<file path="config.mk">
export PLATFORM = sky130hd
export DESIGN_NAME = bus_response_tx_flat
export DESIGN_NICKNAME = d
export VERILOG_FILES = /design/src/rtl/bus_response_tx_if.sv /design/src/rtl/bus_response_tx.sv /design/src/flat_wrapper.sv
export SDC_FILE = /design/constraint.sdc
export NUM_CORES = 1
export LEC_CHECK = 0
export BUFFER_PORTS_ARGS = -buffer_cell sky130_fd_sc_hd__buf_2
export CAP_MARGIN = 20
export CORE_UTILIZATION = 53
export DETAILED_ROUTE_END_ITERATION = 6
export GPL_TIMING_DRIVEN = 0
export PLACE_DENSITY = 0.76
export SLEW_MARGIN = 5
export SYNTH_ARGS = -nofsm -noshare
export SYNTH_HDL_FRONTEND = slang
export SYNTH_SLANG_ARGS = --single-unit
</file>
<file path="constraint.sdc">
create_clock -name clk -period 3.4 [get_ports clk]
set_input_delay 0.34 -clock clk [delete_from_list [all_inputs] [get_ports clk]]
set_output_delay 0.34 -clock clk [all_outputs]
set_load 0.01 [all_outputs]
</file>
<file path="src/rtl/bus_response_tx_if.sv">
// Bus-side and byte-stream signals of bus_response_tx: the register bus from the
// last core in the chain, the ASCII byte handshake toward the UART, and status.
interface bus_response_tx_if;
  logic [15:0] addr_i;
  logic [15:0] wdata_i;
  logic [15:0] rdata_i;
  logic        rw_i;
  logic        valid_i;
  logic [7:0]  data_o;
  logic        valid_o;
  logic        ready_i;
  logic        overflow_o;
  logic        busy_o;

  modport slave (
    input  addr_i, wdata_i, rdata_i, rw_i, valid_i, ready_i,
    output data_o, valid_o, overflow_o, busy_o
  );

  modport master (
    output addr_i, wdata_i, rdata_i, rw_i, valid_i, ready_i,
    input  data_o, valid_o, overflow_o, busy_o
  );
endinterface

</file>
<file path="src/rtl/bus_response_tx.sv">
// Terminates the register bus and streams each read response as "M" + 4 hex digits + CR LF.
// Optional macro BUS_RESPONSE_TX_WRITE_ACK_EN also acknowledges writes with "W" CR LF.
module bus_response_tx #(
  parameter int FIFO_DEPTH = 4
) (
  input  logic             clk,
  input  logic             rst,
  bus_response_tx_if.slave bus
);

  localparam int AW    = $clog2(FIFO_DEPTH);
  localparam int PTR_W = AW + 1;

`ifdef BUS_RESPONSE_TX_WRITE_ACK_EN
  localparam int ENTRY_W = 17;
`else
  localparam int ENTRY_W = 16;
`endif

  typedef enum logic {IDLE, SEND} state_t;

  logic [ENTRY_W-1:0] mem [FIFO_DEPTH];
  logic [PTR_W-1:0]   wr_ptr, rd_ptr;
  logic               empty, full;
  logic               push_req, push_ok, pop;
  logic [ENTRY_W-1:0] push_entry, head;
  logic               head_is_write;
  logic               overflow;

  state_t      state, state_n;
  logic [2:0]  idx, idx_n;
  logic [15:0] resp, resp_n;
  logic        is_write, is_write_n;
  logic [7:0]  data_q, data_n;
  logic        valid_q, valid_n;

  // Address and write data never reach the host; only the strobe and read data matter.
  logic unused_bus;
  assign unused_bus = ^{bus.addr_i, bus.wdata_i};

`ifdef BUS_RESPONSE_TX_WRITE_ACK_EN
  assign push_req      = bus.valid_i;
  assign push_entry    = {bus.rw_i, bus.rdata_i};
  assign head_is_write = head[16];
`else
  assign push_req      = bus.valid_i && !bus.rw_i;
  assign push_entry    = bus.rdata_i;
  assign head_is_write = 1'b0;
`endif

  function automatic logic [7:0] hex_ascii(input logic [3:0] n);
    return (n < 4'd10) ? (8'h30 + {4'h0, n}) : (8'h37 + {4'h0, n});
  endfunction

  function automatic logic [7:0] frame_byte(input logic [2:0] i, input logic [15:0] d,
                                            input logic wr);
    logic [7:0] b;
    if (wr) begin
      case (i)
        3'd0:    b = 8'h57;
        3'd1:    b = 8'h0D;
        default: b = 8'h0A;
      endcase
    end else begin
      case (i)
        3'd0:    b = 8'h4D;
        3'd1:    b = hex_ascii(d[15:12]);
        3'd2:    b = hex_ascii(d[11:8]);
        3'd3:    b = hex_ascii(d[7:4]);
        3'd4:    b = hex_ascii(d[3:0]);
        3'd5:    b = 8'h0D;
        default: b = 8'h0A;
      endcase
    end
    return b;
  endfunction

  // ---------------- response FIFO ----------------
  assign empty   = (wr_ptr == rd_ptr);
  assign full    = (wr_ptr[AW] != rd_ptr[AW]) && (wr_ptr[AW-1:0] == rd_ptr[AW-1:0]);
  assign head    = mem[rd_ptr[AW-1:0]];
  // A pop in the same cycle frees the slot, so a push into a full FIFO still lands.
  assign push_ok = push_req && (!full || pop);

  // NOTE: storage needs no reset; the pointers alone define which entries are valid.
  always_ff @(posedge clk) begin
    if (push_ok) mem[wr_ptr[AW-1:0]] <= push_entry;
  end

  // NOTE: all clocked state uses non-blocking assignments so every register
  // sees pre-edge values regardless of process ordering.
  always_ff @(posedge clk or posedge rst) begin
    if (rst) begin
      wr_ptr   <= '0;
      rd_ptr   <= '0;
      overflow <= 1'b0;
    end else begin
      if (push_ok)             wr_ptr   <= wr_ptr + 1'b1;
      if (pop)                 rd_ptr   <= rd_ptr + 1'b1;
      if (push_req && !push_ok) overflow <= 1'b1;
    end
  end

  // ---------------- frame FSM ----------------
  always_ff @(posedge clk or posedge rst) begin
    if (rst) begin
      state    <= IDLE;
      idx      <= '0;
      resp     <= '0;
      is_write <= 1'b0;
      data_q   <= '0;
      valid_q  <= 1'b0;
    end else begin
      state    <= state_n;
      idx      <= idx_n;
      resp     <= resp_n;
      is_write <= is_write_n;
      data_q   <= data_n;
      valid_q  <= valid_n;
    end
  end

  // NOTE: every output of this block is defaulted first, so no path leaves a
  // variable unassigned and no latch is inferred.
  always_comb begin
    state_n    = state;
    idx_n      = idx;
    resp_n     = resp;
    is_write_n = is_write;
    data_n     = data_q;
    valid_n    = valid_q;
    pop        = 1'b0;

    case (state)
      IDLE: begin
        if (!empty) begin
          pop        = 1'b1;
          resp_n     = head[15:0];
          is_write_n = head_is_write;
          idx_n      = 3'd0;
          data_n     = frame_byte(3'd0, head[15:0], head_is_write);
          valid_n    = 1'b1;
          state_n    = SEND;
        end
      end
      SEND: begin
        if (valid_q && bus.ready_i) begin
          if (idx == (is_write ? 3'd2 : 3'd6)) begin
            // Chain straight into the next frame to avoid an idle gap.
            if (!empty) begin
              pop        = 1'b1;
              resp_n     = head[15:0];
              is_write_n = head_is_write;
              idx_n      = 3'd0;
              data_n     = frame_byte(3'd0, head[15:0], head_is_write);
            end else begin
              state_n = IDLE;
              idx_n   = 3'd0;
              data_n  = 8'h00;
              valid_n = 1'b0;
            end
          end else begin
            idx_n  = idx + 3'd1;
            data_n = frame_byte(idx + 3'd1, resp, is_write);
          end
        end
      end
      default: state_n = IDLE;
    endcase
  end

  assign bus.data_o     = data_q;
  assign bus.valid_o    = valid_q;
  assign bus.overflow_o = overflow;
  assign bus.busy_o     = (state != IDLE) || !empty;

endmodule

</file>
<file path="src/flat_wrapper.sv">
// flat-port wrapper written by rule: the top's interface ports become plain ports
module bus_response_tx_flat 
#(
  parameter int FIFO_DEPTH = 4
)
  (clk, rst, bus_addr_i, bus_wdata_i, bus_rdata_i, bus_rw_i, bus_valid_i, bus_ready_i, bus_data_o, bus_valid_o, bus_overflow_o, bus_busy_o);
  bus_response_tx_if bus_i ();
  input  logic clk;
  input  logic rst;
  input wire logic [$bits(bus_i.addr_i)-1:0] bus_addr_i;
  input wire logic [$bits(bus_i.wdata_i)-1:0] bus_wdata_i;
  input wire logic [$bits(bus_i.rdata_i)-1:0] bus_rdata_i;
  input wire logic [$bits(bus_i.rw_i)-1:0] bus_rw_i;
  input wire logic [$bits(bus_i.valid_i)-1:0] bus_valid_i;
  input wire logic [$bits(bus_i.ready_i)-1:0] bus_ready_i;
  output wire logic [$bits(bus_i.data_o)-1:0] bus_data_o;
  output wire logic [$bits(bus_i.valid_o)-1:0] bus_valid_o;
  output wire logic [$bits(bus_i.overflow_o)-1:0] bus_overflow_o;
  output wire logic [$bits(bus_i.busy_o)-1:0] bus_busy_o;
  assign bus_i.addr_i = bus_addr_i;
  assign bus_i.wdata_i = bus_wdata_i;
  assign bus_i.rdata_i = bus_rdata_i;
  assign bus_i.rw_i = bus_rw_i;
  assign bus_i.valid_i = bus_valid_i;
  assign bus_i.ready_i = bus_ready_i;
  assign bus_data_o = bus_i.data_o;
  assign bus_valid_o = bus_i.valid_o;
  assign bus_overflow_o = bus_i.overflow_o;
  assign bus_busy_o = bus_i.busy_o;
  bus_response_tx #(.FIFO_DEPTH(FIFO_DEPTH)) u_core (.clk(clk), .rst(rst), .bus(bus_i));
endmodule
</file>
==> run_summary.xml <==
<?xml version="1.0" encoding="UTF-8"?>
<metrics>
  <group name="setup_path">
    <metric name="reg2reg_depth" unit="">6</metric>
    <metric name="data_required_time_of_the_worst_path" unit="ps">3410</metric>
    <metric name="cpMaxStageDelayCell" unit="">sky130_fd_sc_hd__and2_1</metric>
    <metric name="timing.rr.end" unit="">u_core.mem[3][5]</metric>
    <metric name="startpoint_type" unit="">flop</metric>
    <metric name="setup.worst_path.end_class" unit="">flop</metric>
    <metric name="critical_path.reg2reg.startpoint" unit="">u_core.idx[0]</metric>
    <metric name="worst-setup-path-type" unit="">reg -&gt; reg</metric>
    <metric name="worst-endpoint-arrival" unit="ps">2840</metric>
    <metric name="critical_path_buf_inv_count" unit="">2</metric>
    <metric name="critPathTopFamily" unit="">simple AND/OR/NAND/NOR gates</metric>
    <metric name="timing.critical_path.cells" unit="">inv_1 -&gt; ha_1 -&gt; clkbuf_1 -&gt; a41oi_2 -&gt; a31oi_2 -&gt; and2_1</metric>
    <metric name="reg2reg_slack" unit="ps">570</metric>
    <metric name="critical-path-max-stage-delay" unit="ps">820</metric>
    <metric name="highest_fanout_seen_on_the_critical_path" unit="">17</metric>
  </group>
  <group name="timing">
    <metric name="final_critical_period" unit="ps">2830</metric>
    <metric name="fin_worst_skew" unit="ps">14.9</metric>
    <metric name="hold_violations" unit="">0</metric>
    <metric name="fmaxAchievable" unit="GHz">0.353</metric>
    <metric name="rsz0062_at_grt" unit="">false</metric>
    <metric name="timing.final.setup_violations" unit="">0</metric>
    <metric name="timing.final.ws_setup" unit="ps">567</metric>
    <metric name="max_slew.worst_pin.slew" unit="ps">958</metric>
    <metric name="worst_case_headroom_to_the_max_slew_limit" unit="%">36.1</metric>
    <metric name="timing.final.crit_share" unit="%">83.3</metric>
    <metric name="slew_viol_final" unit="">0</metric>
    <metric name="final.setup.tns" unit="ps">0</metric>
  </group>
  <group name="hold_path">
    <metric name="min-delay-path-class" unit="">in -&gt; async</metric>
  </group>
  <group name="floorplanning">
    <metric name="die-height" unit="um">94.9</metric>
    <metric name="ios" unit="">64</metric>
    <metric name="die_area" unit="um^2">9000</metric>
    <metric name="core_area" unit="um^2">8300</metric>
    <metric name="floorplan.die.width" unit="um">94.9</metric>
    <metric name="start_util" unit="%">55.1</metric>
    <metric name="placement_rows" unit="">33</metric>
  </group>
  <group name="place">
    <metric name="place_hpwl" unit="um">5800</metric>
    <metric name="gpl.final_weighted_congestion" unit="">0.932</metric>
    <metric name="buffer_ports.inserted" unit="">30</metric>
    <metric name="preCtsSetupSlack" unit="ps">602</metric>
  </group>
  <group name="synthesis">
    <metric name="postSynthAreaPerCell" unit="um^2">14.1</metric>
    <metric name="synth_common_cells" unit="">64 x sky130_fd_sc_hd__edfxtp_1, 36 x sky130_fd_sc_hd__dfrtp_1, 31 x sky130_fd_sc_hd__nand2_1, 28 x sky130_fd_sc_hd__o21ai_0</metric>
    <metric name="synth.ff_latch_count" unit="">100</metric>
    <metric name="netlist_cell_types" unit="">52</metric>
    <metric name="synth_largest_area_cell" unit="">sky130_fd_sc_hd__edfxtp_1</metric>
    <metric name="synth.cell_area" unit="um^2">4570</metric>
    <metric name="synthArstFlopShare" unit="%">36.0</metric>
    <metric name="synth_enable_flop_cells" unit="">64</metric>
    <metric name="yosys_most_used_dff" unit="">sky130_fd_sc_hd__edfxtp_1</metric>
    <metric name="synthesis.nets" unit="">393</metric>
    <metric name="synthMostInstantiatedCell" unit="">sky130_fd_sc_hd__edfxtp_1</metric>
    <metric name="synth_warnings" unit="">0</metric>
    <metric name="sequential_cell_area_fraction_in_the_yosys_report" unit="%">61.7</metric>
    <metric name="synth_top_cell_area_share" unit="%">42.0</metric>
    <metric name="top_post_synthesis_cells_by_area" unit="">sky130_fd_sc_hd__edfxtp_1 42%, sky130_fd_sc_hd__dfrtp_1 20%, sky130_fd_sc_hd__mux4_2 7.9%</metric>
    <metric name="syn-instance-count" unit="">325</metric>
  </group>
  <group name="power_and_ir_drop">
    <metric name="vdd_drop_max" unit="V">0.000404</metric>
    <metric name="power.leakage" unit="uW">0.00199</metric>
    <metric name="powerDensity" unit="nW/um^2">476</metric>
  </group>
  <group name="grt">
    <metric name="number_of_global_route_vias_before_repair" unit="">2679</metric>
    <metric name="grt_first_pass_wirelength" unit="um">13500</metric>
    <metric name="antenna_found_initial" unit="">0</metric>
    <metric name="maximum_number_of_pins_on_one_net_before_global_route_repair" unit="">37</metric>
    <metric name="gr-total-overflow" unit="">0</metric>
    <metric name="groute.usage.overall" unit="%">21.1</metric>
  </group>
  <group name="route">
    <metric name="detail-route-antenna-nets" unit="">0</metric>
    <metric name="totalWireLength" unit="um">8510</metric>
    <metric name="detail_route.iter0.violations" unit="">179</metric>
    <metric name="firstDrtPassIters" unit="">4</metric>
    <metric name="vias_per_cell" unit="">5.93</metric>
    <metric name="drc" unit="">0</metric>
    <metric name="routed_wire_length_per_instance" unit="um">17.9</metric>
    <metric name="detailroute.via_count" unit="">2821</metric>
  </group>
  <group name="clocking">
    <metric name="cts_resized" unit="">0</metric>
    <metric name="clk_pin_slew_worst_paths" unit="ps">110</metric>
    <metric name="clock-root-buffer" unit="">sky130_fd_sc_hd__clkbuf_8</metric>
    <metric name="tritoncts.num_buffers" unit="">9</metric>
    <metric name="cts_buffer_depth" unit="">2</metric>
    <metric name="cts.sink_count" unit="">100</metric>
    <metric name="cts_tree" unit="">done</metric>
    <metric name="cts_setup_buffers" unit="">0</metric>
    <metric name="clock_latency_of_the_later_clocked_register_in_the_worst_skew_pair" unit="ps">390</metric>
    <metric name="cts_hold_buf" unit="">0</metric>
    <metric name="ctsHtreeMaxLevel" unit="">3</metric>
  </group>
  <group name="cells_and_area">
    <metric name="final_layout_size_suffix_gt1_share" unit="%">23.7</metric>
    <metric name="num_antenna_cells" unit="">0</metric>
    <metric name="layout.nets" unit="">434</metric>
    <metric name="layout-area-overhead-vs-synth" unit="%">10.3</metric>
  </group>
  <group name="run_status">
    <metric name="run_status" unit="">complete, no violations</metric>
  </group>
  <group name="job">
    <metric name="cap_viol_max_count" unit="">0</metric>
  </group>
</metrics>
-- state kept, by name, indices dropped and copies added (netlist names) --
name	count
u_core.mem	64
u_core.bus.valid_o	1
u_core.wr_ptr	3
u_core.bus.overflow_o	1
u_core.state	1
u_core.bus.data_o	7
u_core.rd_ptr	3
u_core.idx	3
u_core.resp	16
u_core.is_write	1
-- worst max path at each step --
| stage | from | end | slack, ps | cells past startpoint |
|---|---|---|---|---|
| 4_1_cts | u_core.idx[0] | u_core.mem[3][5] | 560 | 6 |
| 2_1_floorplan | u_core.idx[0] | u_core.mem[3][0] | 1200 | 6 |
| 3_3_place_gp | u_core.idx[0] | u_core.mem[3][9] | 630 | 6 |
| 3_5_place_dp | u_core.idx[0] | u_core.mem[3][9] | 600 | 6 |
| 6_report | u_core.idx[0] | u_core.mem[3][5] | 570 | 6 |
| 5_1_grt | u_core.idx[0] | u_core.mem[3][5] | 340 | 6 |
-- layer usage --
layer	share of wire, %	vias to the layer above	global-route usage (%)
met2	49	83	33.6
met4	1.8	0	8.59
met3	4.4	16	5.72
li1	-	1306	-
met1	45	1416	27.4
met5	0	-	0
-- cells by family after synthesis --
group	count (synthesis)	synth area share, %
XOR/XNOR	12	2.30
buffers and inverters	28	2.79
adder cells (fa/ha/maj)	15	4.10
flip-flops	100	61.7
multiplexers	29	11.2
other	1	0.0820
AO/OA/AOI/OAI	70	10.1
AND/OR/NAND/NOR	70	7.69
-- metrics by stage --
step | area, um^2 | hold WS (ps) | total power (uW) | util [%] | instances
2_1_floorplan | 4570 | 439 | 1620 | - | 325
3_3_place_gp | 4850 | 457 | 1680 | 58.5 | 460
3_5_place_dp | 4850 | 478 | 1700 | 58.5 | 460
4_1_cts | 5040 | 109 | 2420 | 60.8 | 476
5_1_grt | 5040 | 145 | 2490 | 60.8 | 476
6_report | 5040 | 75.8 | 2400 | 60.8 | 476
-- layout make-up --
cell class                 instances  area [um^2]
fill                             638         3250
sequential                       100         2820
multi-input combinational        197         1620
timing repair buffer              30          150
tap                              105          131
clock buffer                      10          128
buffer                            12         67.6
clock inverter                     6         62.6
inverter                          16         60.1
-- cell usage in the layout, fill, tap and decap left out, types with 5 or more instances in the layout --
cell type / instances
sky130_fd_sc_hd__a21oi_1: 9
sky130_fd_sc_hd__and2_1: 7
sky130_fd_sc_hd__buf_2: 33
sky130_fd_sc_hd__clkbuf_1: 6
sky130_fd_sc_hd__clkbuf_8: 9
sky130_fd_sc_hd__dfrtp_1: 36
sky130_fd_sc_hd__edfxtp_1: 64
sky130_fd_sc_hd__ha_1: 15
sky130_fd_sc_hd__inv_1: 15
sky130_fd_sc_hd__mux2_2: 10
sky130_fd_sc_hd__mux4_2: 16
sky130_fd_sc_hd__nand2_1: 31
sky130_fd_sc_hd__nand2b_1: 5
sky130_fd_sc_hd__nor2_1: 8
sky130_fd_sc_hd__nor2b_1: 5
sky130_fd_sc_hd__o21ai_0: 28
sky130_fd_sc_hd__xnor2_1: 6
sky130_fd_sc_hd__xor2_1: 6
-- report_power, final --
part	internal [uW]	total (uW)	switching [uW]	leakage (uW)
Clock	287	738	451	0.0000965
Combinational	75.8	224	148	0.000880
Sequential	1400	1440	36.5	0.00102
Total	1770	2400	635	0.00199
Note: power is estimated with default switching activity, not from simulation.
